--- src/rtl/nibble_load_sequencer_pkg.sv ---
// Shared definitions for the nibble load sequencer.
//   - NIB_W: width of one nibble
//   - state encoding for the sequencing FSM (IDLE / STROBE / GAP)
//   - clog2 helper used to size index and hold counters
package nibble_load_sequencer_pkg;

    localparam int unsigned NIB_W = 4;

    localparam logic [1:0] ST_IDLE   = 2'd0;
    localparam logic [1:0] ST_STROBE = 2'd1;
    localparam logic [1:0] ST_GAP    = 2'd2;

    typedef enum logic [1:0] {
        StIdle   = ST_IDLE,
        StStrobe = ST_STROBE,
        StGap    = ST_GAP
    } state_e;

    // Smallest r with 2**r >= value; clog2(1) = 0.
    function automatic int unsigned clog2(input int unsigned value);
        int unsigned r;
        r = 0;
        while ((32'd1 << r) < value) begin
            r = r + 1;
        end
        return r;
    endfunction

endpackage

--- src/rtl/nibble_load_sequencer_nibble_select.sv ---
// nibble_select: combinational NIBBLES:1 mux picking one nibble of a word.
// Ports:
//   word_i  in   NIB_W*NIBBLES  word, nibble 0 = bits [3:0]
//   idx_i   in   IDX_W          nibble index
//   nib_o   out  NIB_W          selected nibble (0 for out-of-range index)
module nibble_select
    import nibble_load_sequencer_pkg::*;
#(
    parameter int unsigned NIBBLES = 4,
    parameter int unsigned IDX_W   = 2
) (
    input  logic [NIB_W*NIBBLES-1:0] word_i,
    input  logic [IDX_W-1:0]         idx_i,
    output logic [NIB_W-1:0]         nib_o
);

    always_comb begin
        nib_o = '0;
        for (int i = 0; i < int'(NIBBLES); i++) begin
            if (idx_i == IDX_W'(i)) begin
                nib_o = word_i[i*NIB_W +: NIB_W];
            end
        end
    end

endmodule

--- src/rtl/nibble_load_sequencer.sv ---
// nibble_load_sequencer: feeds a 25LS2519 quad register one nibble per strobe.
// A word accepted over valid/ready is shadowed and presented nibble by nibble
// with an active-low load strobe, HOLD_CYCLES cycles apart.
// Optional feature macro: NIBBLE_SEQ_PARITY_EN adds the registered odd-parity
// output nib_par_o.
// Ports:
//   clk_i            in   clock, rising edge
//   reset_i          in   asynchronous clear, active-high
//   word_in_i        in   word to load, nibble 0 = bits [3:0]
//   word_inv_i       in   INV value for the whole word
//   word_valid_i     in   word_in_i / word_inv_i valid
//   word_ready_o     out  sequencer can accept a word
//   nib_out_o        out  current nibble (I3..I0)
//   nib_inv_o        out  INV
//   nib_clk_enb_n_o  out  active-low load strobe (CLK_ENB_N)
//   nib_idx_o        out  index of nibble on nib_out_o
//   busy_o           out  word in progress
//   nib_par_o        out  odd parity of nib_out_o (macro only)
module nibble_load_sequencer
    import nibble_load_sequencer_pkg::*;
#(
    parameter int unsigned NIBBLES     = 4,
    parameter int unsigned HOLD_CYCLES = 1,
    parameter int unsigned IDX_W       = clog2(NIBBLES)
) (
    input  logic                     clk_i,
    input  logic                     reset_i,
    input  logic [NIB_W*NIBBLES-1:0] word_in_i,
    input  logic                     word_inv_i,
    input  logic                     word_valid_i,
    output logic                     word_ready_o,
    output logic [NIB_W-1:0]         nib_out_o,
    output logic                     nib_inv_o,
    output logic                     nib_clk_enb_n_o,
    output logic [IDX_W-1:0]         nib_idx_o,
`ifdef NIBBLE_SEQ_PARITY_EN
    output logic                     nib_par_o,
`endif
    output logic                     busy_o
);

    localparam int unsigned WORD_W = NIB_W * NIBBLES;
    localparam int unsigned CNT_W  = (clog2(HOLD_CYCLES) > 0) ? clog2(HOLD_CYCLES) : 1;
    localparam logic [IDX_W-1:0] LAST_IDX = IDX_W'(NIBBLES - 1);

    state_e             state_q, state_d;
    logic [WORD_W-1:0]  shadow_q, shadow_d;
    logic [IDX_W-1:0]   idx_q, idx_d;
    logic [CNT_W-1:0]   cnt_q, cnt_d;
    logic [NIB_W-1:0]   nib_q, nib_d;
    logic               inv_q, inv_d;
    logic               enb_n_q, enb_n_d;
    logic [NIB_W-1:0]   sel_nib;
    logic               load_nib;

    // Mux the next-state shadow/index so the first nibble is registered on
    // the same edge that accepts the word.
    nibble_select #(
        .NIBBLES (NIBBLES),
        .IDX_W   (IDX_W)
    ) u_nibble_select (
        .word_i (shadow_d),
        .idx_i  (idx_d),
        .nib_o  (sel_nib)
    );

    always_comb begin
        state_d  = state_q;
        shadow_d = shadow_q;
        idx_d    = idx_q;
        cnt_d    = cnt_q;
        inv_d    = inv_q;
        enb_n_d  = 1'b1;
        load_nib = 1'b0;

        unique case (state_q)
            StIdle: begin
                if (word_valid_i) begin
                    shadow_d = word_in_i;
                    inv_d    = word_inv_i;
                    idx_d    = '0;
                    load_nib = 1'b1;
                    enb_n_d  = 1'b0;
                    state_d  = StStrobe;
                end
            end
            StStrobe: begin
                if (idx_q == LAST_IDX) begin
                    state_d = StIdle;
                end else if (HOLD_CYCLES > 1) begin
                    // GAP lasts HOLD_CYCLES-1 cycles; counter runs down to 0.
                    cnt_d   = CNT_W'(HOLD_CYCLES - 2);
                    state_d = StGap;
                end else begin
                    idx_d    = idx_q + IDX_W'(1);
                    load_nib = 1'b1;
                    enb_n_d  = 1'b0;
                end
            end
            StGap: begin
                if (cnt_q == '0) begin
                    idx_d    = idx_q + IDX_W'(1);
                    load_nib = 1'b1;
                    enb_n_d  = 1'b0;
                    state_d  = StStrobe;
                end else begin
                    cnt_d = cnt_q - CNT_W'(1);
                end
            end
            default: state_d = StIdle;
        endcase

        nib_d = load_nib ? sel_nib : nib_q;
    end

    always_ff @(posedge clk_i or posedge reset_i) begin
        if (reset_i) begin
            state_q  <= StIdle;
            shadow_q <= '0;
            idx_q    <= '0;
            cnt_q    <= '0;
            nib_q    <= '0;
            inv_q    <= 1'b0;
            enb_n_q  <= 1'b1;
        end else begin
            state_q  <= state_d;
            shadow_q <= shadow_d;
            idx_q    <= idx_d;
            cnt_q    <= cnt_d;
            nib_q    <= nib_d;
            inv_q    <= inv_d;
            enb_n_q  <= enb_n_d;
        end
    end

`ifdef NIBBLE_SEQ_PARITY_EN
    logic par_q;

    always_ff @(posedge clk_i or posedge reset_i) begin
        if (reset_i) begin
            par_q <= 1'b1;
        end else begin
            par_q <= ~^nib_d;
        end
    end

    assign nib_par_o = par_q;
`endif

    assign word_ready_o    = (state_q == StIdle);
    assign busy_o          = (state_q != StIdle);
    assign nib_out_o       = nib_q;
    assign nib_inv_o       = inv_q;
    assign nib_clk_enb_n_o = enb_n_q;
    assign nib_idx_o       = idx_q;

endmodule
--- config.mk ---
export PLATFORM = sky130hd
export DESIGN_NAME = nibble_load_sequencer
export DESIGN_NICKNAME = d
export VERILOG_FILES = /design/src/rtl/nibble_load_sequencer_pkg.sv /design/src/rtl/nibble_load_sequencer_nibble_select.sv /design/src/rtl/nibble_load_sequencer.sv
export SDC_FILE = /design/constraint.sdc
export NUM_CORES = 1
export LEC_CHECK = 0
export CAP_MARGIN = 15
export CORE_ASPECT_RATIO = 1.4
export CORE_MARGIN = 2
export CORE_UTILIZATION = 47
export CTS_CLUSTER_DIAMETER = 150
export CTS_CLUSTER_SIZE = 12
export DETAILED_ROUTE_END_ITERATION = 7
export HOLD_SLACK_MARGIN = 0.03
export PLACE_DENSITY_LB_ADDON = 0.08
export SYNTH_ARGS = -nofsm -noshare
export SYNTH_HDL_FRONTEND = slang
export SYNTH_SLANG_ARGS = --single-unit
--- constraint.sdc ---
create_clock -name clk_i -period 1.4 [get_ports clk_i]
set_input_delay 0.28 -clock clk_i [delete_from_list [all_inputs] [get_ports clk_i]]
set_output_delay 0.28 -clock clk_i [all_outputs]
set_load 0.02 [all_outputs]
# Yosys cells after proc, flatten, opt, wreduce, memory -nomap -nowiden
# Cells that the tools add are included.
# totals
register_bits,27
latchBits,0
mem_bits_rw,0
rom_bits,0
output_inout_bits,10
elab_cells,46
memories,0
# op_classes
add_sub_neg,2
multipliers,0
div_mod_pow,0
order_cmp,0
eq_ne,9
shift,0
muxes,23
bitwise_logic,0
n_reduce_logical,5
# ops
operator,n
16-bit two-way mux,2
4-bit two-way mux,4
2-bit two-way mux,6
2-bit one-hot mux with 3 select lines,2
2-bit equality test (second input constant),4
1-bit two-way mux,7
2-bit inequality test (second input constant),3
1-bit one-hot mux with 3 select lines,2
2-bit by 1-bit equality test with 1-bit output (second input constant),2
2-bit logical NOT,2
3-bit AND reduction,1
2-bit by 1-bit adder with 2-bit output (second input constant),1
2-bit AND reduction,1
2-bit nonzero test,1
1-bit subtractor (second input constant),1

# Depth between registers and ports, before layout
# Gate-level depths: netlist (run 1).
# depth
ltp_word,8
depth_mapped,5
mapped_depth_nobuf,4

# By module
# Synthesis (run 1) repeated with hierarchy kept, for this count alone.
# hier_totals
cells_unflattened,64
area_unflattened_um2,1059.8
# by_module_without_submodules
mod,instances,cells_per_inst,area_each_um2
nibble_load_sequencer,1,60,954.7
nibble_select,1,4,105.1

# Worst setup path after synthesis (run 1)
# No wires, ideal clock.
# synth_timing
path_kind,reg-to-reg
from,register state_q[0]
to,register nib_q[2] (netlist: nib_out_o[2])
arrival_time_ns,1.318
t_required_ns,1.274
slack_ns,-0.044
path_stages_with_launch,6
path_buffers,1
cell_sequence,dfrtp_1 > buf_6 > nor2_2 > a22o_1 > and3_1 > o32a_1
# synth_between
elab_chain_cells,7
elab_cells_between_ends,14
# synth_lines
element,line_no,text
"start, declared",nibble_load_sequencer.sv:46,"state_e state_q, state_d;"
"start signal, assigned",nibble_load_sequencer.sv:118,state_q <= StIdle;
"start signal, assigned",nibble_load_sequencer.sv:126,state_q <= state_d;
2-bit equality test (tied with other cells),nibble_load_sequencer.sv:76,unique case (state_q)
2-bit one-hot mux with 3 select lines,nibble_load_sequencer.sv:76,
2-bit logical NOT,nibble_load_sequencer_nibble_select.sv:20,if (idx_i == IDX_W'(i)) begin
4-bit two-way mux (4 in a row),nibble_load_sequencer_nibble_select.sv:20,
"end signal, assigned",nibble_load_sequencer.sv:130,nib_q <= nib_d;
"end, declared",nibble_load_sequencer.sv:50,"logic [NIB_W-1:0] nib_q, nib_d;"
# Several ways; a longest one is shown, not always the timed one.
# A chain may end at the register's enable or synchronous reset.

# Worst setup path after layout (run 1)
# layout_timing
from,register idx_q[1] (netlist: nib_idx_o[1])
to,register nib_q[2] (netlist: nib_out_o[2])
# layout_between
elab_chain_cells,8
elab_cells_between_ends,16
# layout_lines
element,line_no,text
"start, declared",nibble_load_sequencer.sv:48,"logic [IDX_W-1:0] idx_q, idx_d;"
"start signal, assigned",nibble_load_sequencer.sv:128,idx_q <= idx_d;
2-bit by 1-bit adder with 2-bit output / 2-bit equality test (equally long branches),"nibble_load_sequencer.sv:95, nibble_load_sequencer.sv:102, nibble_load_sequencer.sv:88",
2-bit two-way mux (on tied branches),"nibble_load_sequencer.sv:101, nibble_load_sequencer.sv:88",
2-bit one-hot mux with 3 select lines,nibble_load_sequencer.sv:76,
2-bit logical NOT,nibble_load_sequencer_nibble_select.sv:20,
4-bit two-way mux (4 in a row),nibble_load_sequencer_nibble_select.sv:20,
# Several ways; a longest one is shown, not always the timed one.

==> summary.txt, run 1 <==
Sw Pwr - 1.342 mW
Setup violations, final - 3
Main synth FF type - dfrtp_1
register area share after synthesis - 0.4973
First-pass DRT Iterations - 3
synthesized area - 1160 um^2
Synthesis Warnings - 0
ratio of cells with drive above 1 in the final layout - 0.3973
fmax - 0.6848 GHz
wirelength, routed - 2536 um
Fin. Hold Viols - 0
CTS buffer count - 3
Sequential Power Share - 0.357
measured slew at the worst slew-check pin - 299.6 ps
Critical Path RT - 1610 ps
synthesized area per cell - 11.96 um^2
routed vias/inst - 5.379
crit-path max FO - 6
Comb pwr share - 0.557
Post-Route Skew - 10.32 ps
Worst-path clk slew - 130 ps
htree depth - 1
Pint - 2.216 mW
critical path type - reg2reg
first-pass GRT wire length - 4112 um
Post-synth EDFFs - 0
initial antenna violation count - 0
TritonCTS clock tree - yes
die span in y - 62.78 um
worst ir drop on vdd - 1415 uV
pre-CTS WS - -395.6 ps
FP Rows - 21
Final min period - 1460 ps
setup slack after layout - -60.37 ps
Mapped Cells - 97
dpl hpwl - 1753 um
flop-to-flop setup slack - -60 ps
placed cells - 157
Hold WS - 294.6 ps
iteration-0 DRC count of the detailed router - 9
vias in the first global route - 977
die width - 45.99 um
# diodes - 0
DR WL/cell - 15.01 um
status - finished, violations left
area delta synth->final - 41.32%
switch share - 0.3772
crit-path cells - buf_2 > buf_4 > nand2b_1 > o22ai_1 > a21oi_1 > o32a_1
Setup crit start kind - register
RSZ-0062 raised after global routing - true
fin nets - 167
drc violations - 0
Synth async-reset ratio - 1.000
pin count of the biggest net entering global routing - 24
Rel. slew slack - 0.8002
I/O Buffers - 29
pwr dens - 2170 nW/um^2
max-slew violations - 0
Clock Tree Buf Depth - 2
Initial Util - 0.4905
clock sink count - 23
Worst path max stage delay - 430 ps
failing checks - negative setup slack
P_leak - 0.7442 nW
Max-Cap Viols - 0
DRT antenna net count - 0
crit end category - register
Synth Register Bits - 23
Critical Path AT - 1670 ps
die area - 2887 um^2
Worst R2R Path Depth - 6
Vias - 909
core area - 2365 um^2
Hold Buf Count CTS - 0
clk_lat worst skew - 310 ps
fin cells - 169
Clk pwr share - 0.085
Net Count, Synth - 117
Ports - 30
Worst path slowest cell - dfrtp_2
Global Route Usage Sum - 0.1870
post-synth cell types - 31
Final Cycle Share - 1.043
GP Congestion - 0.8098
root buf cell - clkbuf_4
total global routing overflow - 0
Tightest Hold Check Type - in2async
==> power groups by stage <==
stage	combinational, mW	sequential (mW)	clock [mW]
floorplan	1.06	1.35	0
global placement	1.67	1.31	0
detailed placement	1.72	1.33	0
CTS	1.82	1.27	0.314
global route	2.16	1.32	0.345
finish	1.98	1.27	0.304
==> repair_timing <==
| action | in CTS | in global routing |
|---|---|---|
| pin swaps | 0 | 6 |
| buffers inserted | 6 | 2 |
| setup endpoints to repair | 28 | 9 |
| resized for setup | 19 | 14 |
==> worst paths after layout <==
path	start	to
min in group clk_i	shadow_q[9]$_DFF_PP0_	shadow_q[9]$_DFF_PP0_
worst min-delay path	reset_i	shadow_q[13]$_DFF_PP0_
worst max-delay path	nib_idx_o[1]$_DFF_PP0_	nib_out_o[2]$_DFFE_PP0P_
max in group asynchronous	reset_i	nib_clk_enb_n_o$_DFF_PP1_
worst min register to register	shadow_q[9]$_DFF_PP0_	shadow_q[9]$_DFF_PP0_
worst max register to register	nib_idx_o[1]$_DFF_PP0_	nib_out_o[2]$_DFFE_PP0P_
==> through the flow <==
step                instance area, um^2  setup TNS [ps]    util  power [mW]
finish                             1639          -145.4  0.6931       3.558
global route                       1639          -360.1  0.6931       3.820
CTS                                1597          -323.7  0.6751       3.404
detailed placement                 1529           -7593  0.6466       3.052
global placement                   1529           -7104  0.6466       2.987
floorplan                          1162               0       -       2.410
==> final cells by class <==
class	instances	area, um^2
inverters	4	15.01
well taps	23	28.78
repair buffers	50	435.4
clock inverters	1	5.005
clock buffers	3	22.52
multi-input cells	65	551.8
flip-flops and latches	23	580.6
fillers	199	725.7
==> synth_stat cells (2+ instances only) <==
master	number	area, um^2
a21oi_1	8	40.04
a31oi_1	3	18.77
and2_1	2	12.51
and2b_1	3	22.52
buf_6	2	22.52
dfrtp_1	22	550.5
inv_1	3	11.26
mux2_2	17	191.4
mux2i_1	3	30.03
nand2_1	4	15.01
nand2b_1	3	18.77
nor2_1	3	11.26
nor2b_1	2	12.51
o211a_1	2	20.02
o21ai_0	2	10.01
o221ai_1	2	17.52
o22ai_1	2	12.51
==> placed cells by master (no fill, tap or decap), drive strengths merged, types with 2 or more instances in the layout <==
cell type,netlist,final
buf,5,24
dfrtp,22,22
clkdlybuf4s50,0,18
mux2,17,17
a21oi,8,8
dlygate4sd2,0,7
nor2,5,5
nand2,4,4
inv,4,4
and2b,3,3
a31oi,3,3
nand2b,3,3
mux2i,3,3
clkbuf,0,3
o21ai,3,3
nor2b,3,3
and2,2,2
o211a,2,2
o221ai,2,2
o22ai,2,2
==> cell families after synthesis <==
| kind of cell | after synthesis | share of synthesized area |
|---|---|---|
| AO/OA/AOI/OAI | 22 | 0.1230 |
| buffers and inverters | 9 | 0.05608 |
| flip-flops | 23 | 0.4973 |
| multiplexers | 20 | 0.1909 |
| AND/OR/NAND/NOR | 23 | 0.1327 |
==> layer usage <==
layer  up-vias  GRT usage  part of all wire
met3         2    0.02023             0.028
met4         0    0.05714            0.0055
met1       443     0.2462              0.43
met2        18     0.3108              0.54
li1        446          -                 -
met5         -          0                 0
==> worst max-delay path, delay by kind of cell (launching register included) <==
kind | cells | cell delay (ps)
AOI/OAI and AO/OA | 3 | 590
and+or+nand+nor | 1 | 50
DFF | 1 | 430
buffers and inverters | 2 | 290
==> state kept, by name (all words and copies together) (netlist names) <==
register	count
shadow_q	14
nib_out_o	4
nib_idx_o	2
nib_clk_enb_n_o	1
nib_inv_o	1
state_q	1
Note: power is estimated with default switching activity, not from simulation.
==> run 2: changes to the inputs <==
--- a/config.mk
+++ b/config.mk
@@ -8,7 +8,7 @@
 export CAP_MARGIN = 15
 export CORE_ASPECT_RATIO = 1.4
 export CORE_MARGIN = 2
-export CORE_UTILIZATION = 47
+export CORE_UTILIZATION = 51
 export CTS_CLUSTER_DIAMETER = 150
 export CTS_CLUSTER_SIZE = 12
 export DETAILED_ROUTE_END_ITERATION = 7
==> constraint.sdc (replaced) <==
create_clock -name clk_i -period 1.7 [get_ports clk_i]
set_input_delay 0.255 -clock clk_i [delete_from_list [all_inputs] [get_ports clk_i]]
set_output_delay 0.255 -clock clk_i [all_outputs]
set_load 0.02 [all_outputs]
==> run 2 against run 1 <==
Compared with the run above: the flow now finishes without violations; clock power fell by 21%; combinational power fell by 35%; worst setup slack improved by 97 ps; sequential share of layout area is 3.0 points higher; clock-buffer cell count rose by 1; first-iteration DRC count up 22%; core utilization rose by 0.98 points; critical path depth shrank 5; total power fell by 27%; wire length is 13% lower; clock skew shrank 5.1 ps; critical endpoint is now nib_clk_enb_n_o.
==> summary.txt, run 2 (same netlist as run 1, synthesis figures left out) <==
fmax - 0.6012 GHz
CTS buffer count - 3 (unchanged)
RSZ-0062 raised after global routing - false
DR WL/cell - 14.34 um (-4.5%)
die width - 44.31 um (-3.7%)
worst path bufs/invs - 1 (-1)
root buf cell - clkbuf_4
Hold WS - 294.1 ps (-0.5560 ps)
Global Route met2 Usage - 0.3235 (+0.01277)
Final Cycle Share - 0.9785
wirelength, routed - 2208 um (-13%)
CP delay by family, top - buffers and inverters
GP Congestion - 0.8391 (+3.6%)
Worst path max stage delay - 590 ps (+160 ps)
FP Rows - 20 (-4.8%)
final core occ - 0.7029 (+0.009785)
total global routing overflow - 0 (unchanged)
drc violations - 0 (unchanged)
status - finished, final reports clean
Post-CTS Setup Inserts - 0 (-6)
Worst-path clk slew - 120 ps (about the same)
Max-Cap Viols - 0 (unchanged)
core area - 2152 um^2 (-9.0%)
Critical Path RT - 1440 ps (-170 ps)
GR peak layer - met2
Setup violations, final - 0 (-3)
# diodes - 0 (unchanged)
fin nets - 153 (-8.4%)
Tightest Hold Check Type - in2async
Vias - 878 (-3.4%)
Sw Pwr - 966.3 uW (-28%)
Rel. slew slack - 0.7627 (-0.03758)
Clk pwr share - 0.093 (+0.008)
die span in y - 60.43 um (-3.8%)
setup TNS - 0 ps (+145.4 ps)
GR Layer Usage met1 - 0.2490 (+0.002823)
crit-path cells - clkdlybuf4s50_1
Setup crit start kind - register
switch share - 0.3704 (-0.006846)
Clock Tree Buf Depth - 2 (unchanged)
Ports - 30 (unchanged)
clock sink count - 23 (unchanged)
Initial Util - 0.5390 (+0.04848)
Post-Route Skew - 5.236 ps (-5.082 ps)
TritonCTS clock tree - yes
measured slew at the worst slew-check pin - 355.1 ps (+55.44 ps)
P_leak - 0.6613 nW (-11%)
clk_lat worst skew - 300 ps (about the same)
routed vias/inst - 5.701 (+6.0%)
Reg with most FFs - shadow_q
DRT antenna net count - 0 (unchanged)
Critical Path AT - 1410 ps (-260 ps)
htree depth - 1 (unchanged)
First-pass DRT Iterations - 4 (+1)
ratio of cells with drive above 1 in the final layout - 0.2727 (-0.1245)
max reg flops - 14 (unchanged)
pin count of the biggest net entering global routing - 24 (unchanged)
Fin. Hold Viols - 0 (unchanged)
crit-path max FO - 1 (-5)
die area - 2677 um^2 (-7.3%)
pwr dens - 1725 nW/um^2 (-21%)
Pint - 1.643 mW (-26%)
Global Route Usage Sum - 0.1912 (+0.004143)
Hold Buf Count CTS - 0 (unchanged)
crit end category - primary output
first-pass GRT wire length - 3843 um (-6.5%)
grt met3 use - 0.01786 (-0.002374)
worst ir drop on vdd - 1166 uV (-18%)
vias in the first global route - 883 (-9.6%)
area delta synth->final - 30.42%
most frequent cells in the layout - clkdlybuf4s50_1 (25), dfrtp_1 (19), mux2_2 (17), a21oi_1 (8), buf_4 (7)
max-slew violations - 0 (unchanged)
critical path type - reg2out
Sequential Power Share - 0.417 (+0.060)
Comb pwr share - 0.490 (-0.067)
most common cell after layout, fill and taps aside - clkdlybuf4s50_1
iteration-0 DRC count of the detailed router - 11 (+2)
initial antenna violation count - 0 (unchanged)
dpl hpwl - 1687 um (-3.8%)
Final min period - 1663 ps
I/O Buffers - 29 (unchanged)
Worst path slowest cell - clkdlybuf4s50_1
run 2: cell types whose count changed in the layout (fill, tap and decap cells not counted), sizes merged:
cell           change
clkinv             -1
clkdlybuf4s15      -1
buf               -17
dlygate4sd2        -5
dlymetal6s2s       +2
clkdlybuf4s50      +7
clkbuf             +1
run 2: layout make-up:
class                      count  area, um^2
timing repair buffer          36       345.3
inverter                       4       15.01
clock buffer                   4       26.28
tap                           22       27.53
fill                         184       639.4
multi-input combinational     65       518.0
sequential                    23       580.6
run 2: final timing paths:
kind	from	endpoint	slack, ps	depth (start not counted)
max in group asynchronous	reset_i	nib_clk_enb_n_o$_DFF_PP1_	1120	3
worst min-delay path	reset_i	nib_inv_o$_DFFE_PP0P_	290	3
worst min register to register	shadow_q[9]$_DFF_PP0_	shadow_q[9]$_DFF_PP0_	520	1
worst max register to register	state_q[0]$_DFFE_PP0P_	nib_out_o[1]$_DFFE_PP0P_	180	5
min in group clk_i	shadow_q[9]$_DFF_PP0_	shadow_q[9]$_DFF_PP0_	520	1
worst max-delay path	nib_clk_enb_n_o$_DFF_PP1_	nib_clk_enb_n_o	40	1
run 2: power groups by stage:
stage / logic (mW) / clock network [mW] / registers (mW)
floorplan: 0.874 / 0 / 1.11
global placement: 1.27 / 0 / 1.09
detailed placement: 1.30 / 0 / 1.10
CTS: 1.30 / 0.251 / 1.09
global route: 1.40 / 0.265 / 1.14
finish: 1.28 / 0.241 / 1.09
run 2: per-layer routing:
layer	part of all wire	wire length (um)
met4	0.025	55
met5	0	0
met1	0.42	937
met3	0.044	97
met2	0.51	1116
run 2: timing repair:
item / CTS / global route
resized for setup: 5 / 2
gates cloned: 0 / 0
setup endpoints to repair: 4 / 2
run 2: through the flow:
step	setup WS, ps	power [mW]	instances	instance area, um^2
after floorplan	256.1	1.980	97	1160
after global placement	-36.00	2.354	150	1480
after detailed placement	-84.72	2.405	150	1480
after CTS	5.780	2.642	154	1508
after global routing	12.06	2.803	154	1513
final	36.59	2.609	154	1513
==> run 3: changes to the inputs <==
--- a/config.mk
+++ b/config.mk
@@ -8,7 +8,7 @@
 export CAP_MARGIN = 15
 export CORE_ASPECT_RATIO = 1.4
 export CORE_MARGIN = 2
-export CORE_UTILIZATION = 51
+export CORE_UTILIZATION = 49
 export CTS_CLUSTER_DIAMETER = 150
 export CTS_CLUSTER_SIZE = 12
 export DETAILED_ROUTE_END_ITERATION = 7
@@ -16,4 +16,5 @@
 export PLACE_DENSITY_LB_ADDON = 0.08
 export SYNTH_ARGS = -nofsm -noshare
 export SYNTH_HDL_FRONTEND = slang
+export SYNTH_HIERARCHICAL = 1
 export SYNTH_SLANG_ARGS = --single-unit
==> run 3 against run 2 <==
Compared with the run above: the run now ends with negative setup slack left; via count down 22%; largest power group unchanged; clock-buffer cell count unchanged; critical path depth up 4; clock skew down 3.3 ps; sequential share of layout area up 3.0 points; cell count down 18%; fmax down 14%; non-clock buffer count up 4; flip-flop and latch count up 2; sequential power down 5%.
==> summary.txt, run 3 <==
Tightest Hold Check Type - in2async
Final Cycle Share - 1.139 (+0.1606)
Worst path max stage delay - 450 ps (-140 ps)
fmax - 0.5164 GHz (-14%)
Fin. Hold Viols - 0 (unchanged)
fillers - 130 (-29%)
Global Route Usage Sum - 0.2049 (+0.01373)
Synth area leader - dfrtp_1
TritonCTS clock tree - yes
Critical Path RT - 1920 ps (+480 ps)
RSZ-0062 raised after global routing - true
fin area - 1519 um^2 (+0.41%)
Max-Cap Viols - 0 (unchanged)
Critical R2R Launch - state_q[0]$_DFFE_PP0P_
post-synthesis xor/xnor area fraction - 0 (unchanged)
area share of the largest cell type after synthesis - 0.5667 (+0.09206)
clock sink count - 25 (+8.7%)
measured slew at the worst slew-check pin - 308.8 ps (-46.25 ps)
most frequent cells after synthesis - dfrtp_1 (24), mux2_2 (21), inv_1 (5)
Post-synth EDFFs - 0 (unchanged)
clk_lat worst skew - 320 ps (+20 ps)
die width - 43.31 um (-2.3%)
failing checks - negative setup slack
Final min period - 1936 ps (+273.0 ps)
Post-Synth Adder-Cell Area - 0 (unchanged)
status - finished, violations left
synthesized area - 1060 um^2 (-8.6%)
Clk pwr share - 0.090 (-0.003)
fin nets - 127 (-17%)
crit-path max FO - 9 (+8)
Vias - 682 (-22%)
count leader, synth - dfrtp_1
FP Rows - 19 (-5.0%)
GP Congestion - 0.7713 (-8.1%)
Worst R2R Path Depth - 5 (unchanged)
I/O Buffers - 29 (unchanged)
Ports - 30 (unchanged)
Synthesis Warnings - 6 (+6)
die span in y - 59.03 um (-2.3%)
Net Count, Synth - 84 (-28%)
wirelength, routed - 2191 um (-0.77%)
Initial Util - 0.5307 (-0.008252)
worst ir drop on vdd - 1251 uV (+7.3%)
Area contributors post-synth - dfrtp_1 (57%), mux2_2 (22%), mux4_1 (9.9%)
routed vias/inst - 5.370 (-5.8%)
worst r2r dst - nib_out_o[0]$_DFFE_PP0P_
power consumption - 2.947 mW (+13%)
Comb pwr share - 0.557 (+0.067)
flop-to-flop setup slack - -240 ps (-420 ps)
Setup crit start kind - register
Synth Register Bits - 25 (+8.7%)
Synth async-reset ratio - 1.000 (unchanged)
final core occ - 0.7607 (+0.05775)
Worst path slowest cell - dfrtp_2
Rel. slew slack - 0.7941 (+0.03145)
main combinational cell family by area after synthesis - multiplexers
most frequent cells in the layout - clkdlybuf4s50_1 (24), dfrtp_1 (23), mux2_4 (16), buf_4 (9)
register area share after synthesis - 0.5915 (+0.09420)
Critical Path AT - 2160 ps (+750 ps)
simple-gate area share of the yosys netlist - 0.01181 (-0.1209)
root buf cell - clkbuf_4
total global routing overflow - 0 (unchanged)
critical path type - reg2reg
dpl cell area - 1465 um^2 (-1.0%)
placed cells - 122 (-19%)
setup slack after layout - -236.4 ps (-273.0 ps)
# diodes - 0 (unchanged)
fin cells - 127 (-18%)
crit end category - register
Clock Tree Buf Depth - 2 (unchanged)
area delta synth->final - 43.33%
iteration-0 DRC count of the detailed router - 4 (-7)
Worst-path clk slew - 130 ps (about the same)
CTS buffer count - 3 (unchanged)
Mapped Cells - 64 (-34%)
crit-path cells - nor2b_4 > buf_6 > mux2_4 > mux4_2 > mux2_2
DRT antenna net count - 0 (unchanged)
max reg flops - 16 (+2)
first-pass GRT wire length - 3615 um (-5.9%)
core area - 1997 um^2 (-7.2%)
synthesized area per cell - 16.56 um^2 (+38%)
compound-cell area share of the yosys netlist - 0.03542 (-0.08756)
pin count of the biggest net entering global routing - 26 (+8.3%)
drc violations - 0 (unchanged)
most common cell after layout, fill and taps aside - clkdlybuf4s50_1
Setup violations, final - 4 (+4)
die area - 2556 um^2 (-4.5%)
pwr dens - 1940 nW/um^2 (+12%)
Sequential Power Share - 0.353 (-0.064)
dpl hpwl - 1451 um (-14%)
Hold Buf Count CTS - 0 (unchanged)
Reg with most FFs - shadow_q
max-slew violations - 0 (unchanged)
proportion of synthesized area in mux cells - 0.3223 (+0.1314)
Post-Route Skew - 1.904 ps (-3.332 ps)
P_leak - 0.6919 nW (+4.6%)
pre-CTS WS - -672.7 ps (-588.0 ps)
First-pass DRT Iterations - 2 (-2)
Sw Pwr - 964.5 uW (-0.19%)
vias in the first global route - 752 (-15%)
switch share - 0.3273 (-0.04308)
Pint - 1.982 mW (+21%)
htree depth - 1 (unchanged)
DR WL/cell - 17.25 um (+20%)
initial antenna violation count - 0 (unchanged)
ratio of cells with drive above 1 in the final layout - 0.4057 (+0.1329)
Main synth FF type - dfrtp_1
post-synth cell types - 12 (-61%)
## run 3: worst max path at each step
stage                                           to                   start  slack (ps)  cells past startpoint
final                     nib_out_o[0]$_DFFE_PP0P_  state_q[0]$_DFFE_PP0P_        -240                      5
after floorplan           nib_out_o[0]$_DFFE_PP0P_  state_q[0]$_DFFE_PP0P_        -340                      6
after CTS                 nib_out_o[1]$_DFFE_PP0P_  state_q[0]$_DFFE_PP0P_        -270                      6
after detailed placement  nib_out_o[3]$_DFFE_PP0P_            word_valid_i        -670                      6
after global routing      nib_out_o[0]$_DFFE_PP0P_  state_q[0]$_DFFE_PP0P_        -280                      5
after global placement    nib_out_o[3]$_DFFE_PP0P_            word_valid_i        -590                      6
## run 3: layer usage
metal,GRT usage,vias up,part of all wire
met5,0,-,0
met4,0.09957,0,0.016
met3,0.02134,4,0.035
met2,0.3497,19,0.53
met1,0.2595,351,0.41
li1,-,308,-
## run 3: logic make-up (layout without fill, tap and decap cells)
kind of cell           after synthesis  count (layout)
muxes                               25              25
and+or+nand+nor                      2               2
DFF                                 25              25
buffers and inverters                7              49
AOI/OAI and AO/OA                    5               5
## run 3: timing repair
item	4_1_cts	5_1_grt
setup endpoints to repair	8	4
buffers inserted	2	0
endpoints found under the hold margin	0	0
resized for setup	11	5
cloned	1	0
## run 3: power groups by stage
stage | Combinational [mW] | Sequential [mW] | Clock [mW]
global placement | 1.57 | 1.02 | 0
CTS | 1.68 | 1.03 | 0.269
global route | 1.76 | 1.06 | 0.293
finish | 1.64 | 1.04 | 0.265
floorplan | 0.877 | 1.18 | 0
detailed placement | 1.61 | 1.04 | 0
## run 3: final cells by class
cell class                 count  area (um^2)  share of cell area
multi-input combinational     32        441.7              0.2908
inverter                       5        18.77             0.01236
clock buffer                   4        26.28             0.01730
timing repair buffer          40        377.9              0.2488
tap                           21        26.28             0.01730
sequential                    25        628.1              0.4135
## run 3: worst max-delay path: cells and delay by family (launching register included)
kind	cells	cell delay, ps
buffers and inverters	1	190
flip-flops	1	450
multiplexers	3	1050
AND/OR/NAND/NOR	1	150
## run 3: through the flow
step	hold WS (ps)	setup TNS, ps
final	284.5	-931.8
after global routing	340.7	-1083
after CTS	292.4	-1075
after detailed placement	479.8	-2651
after floorplan	281.5	-1358
after global placement	477.1	-2341
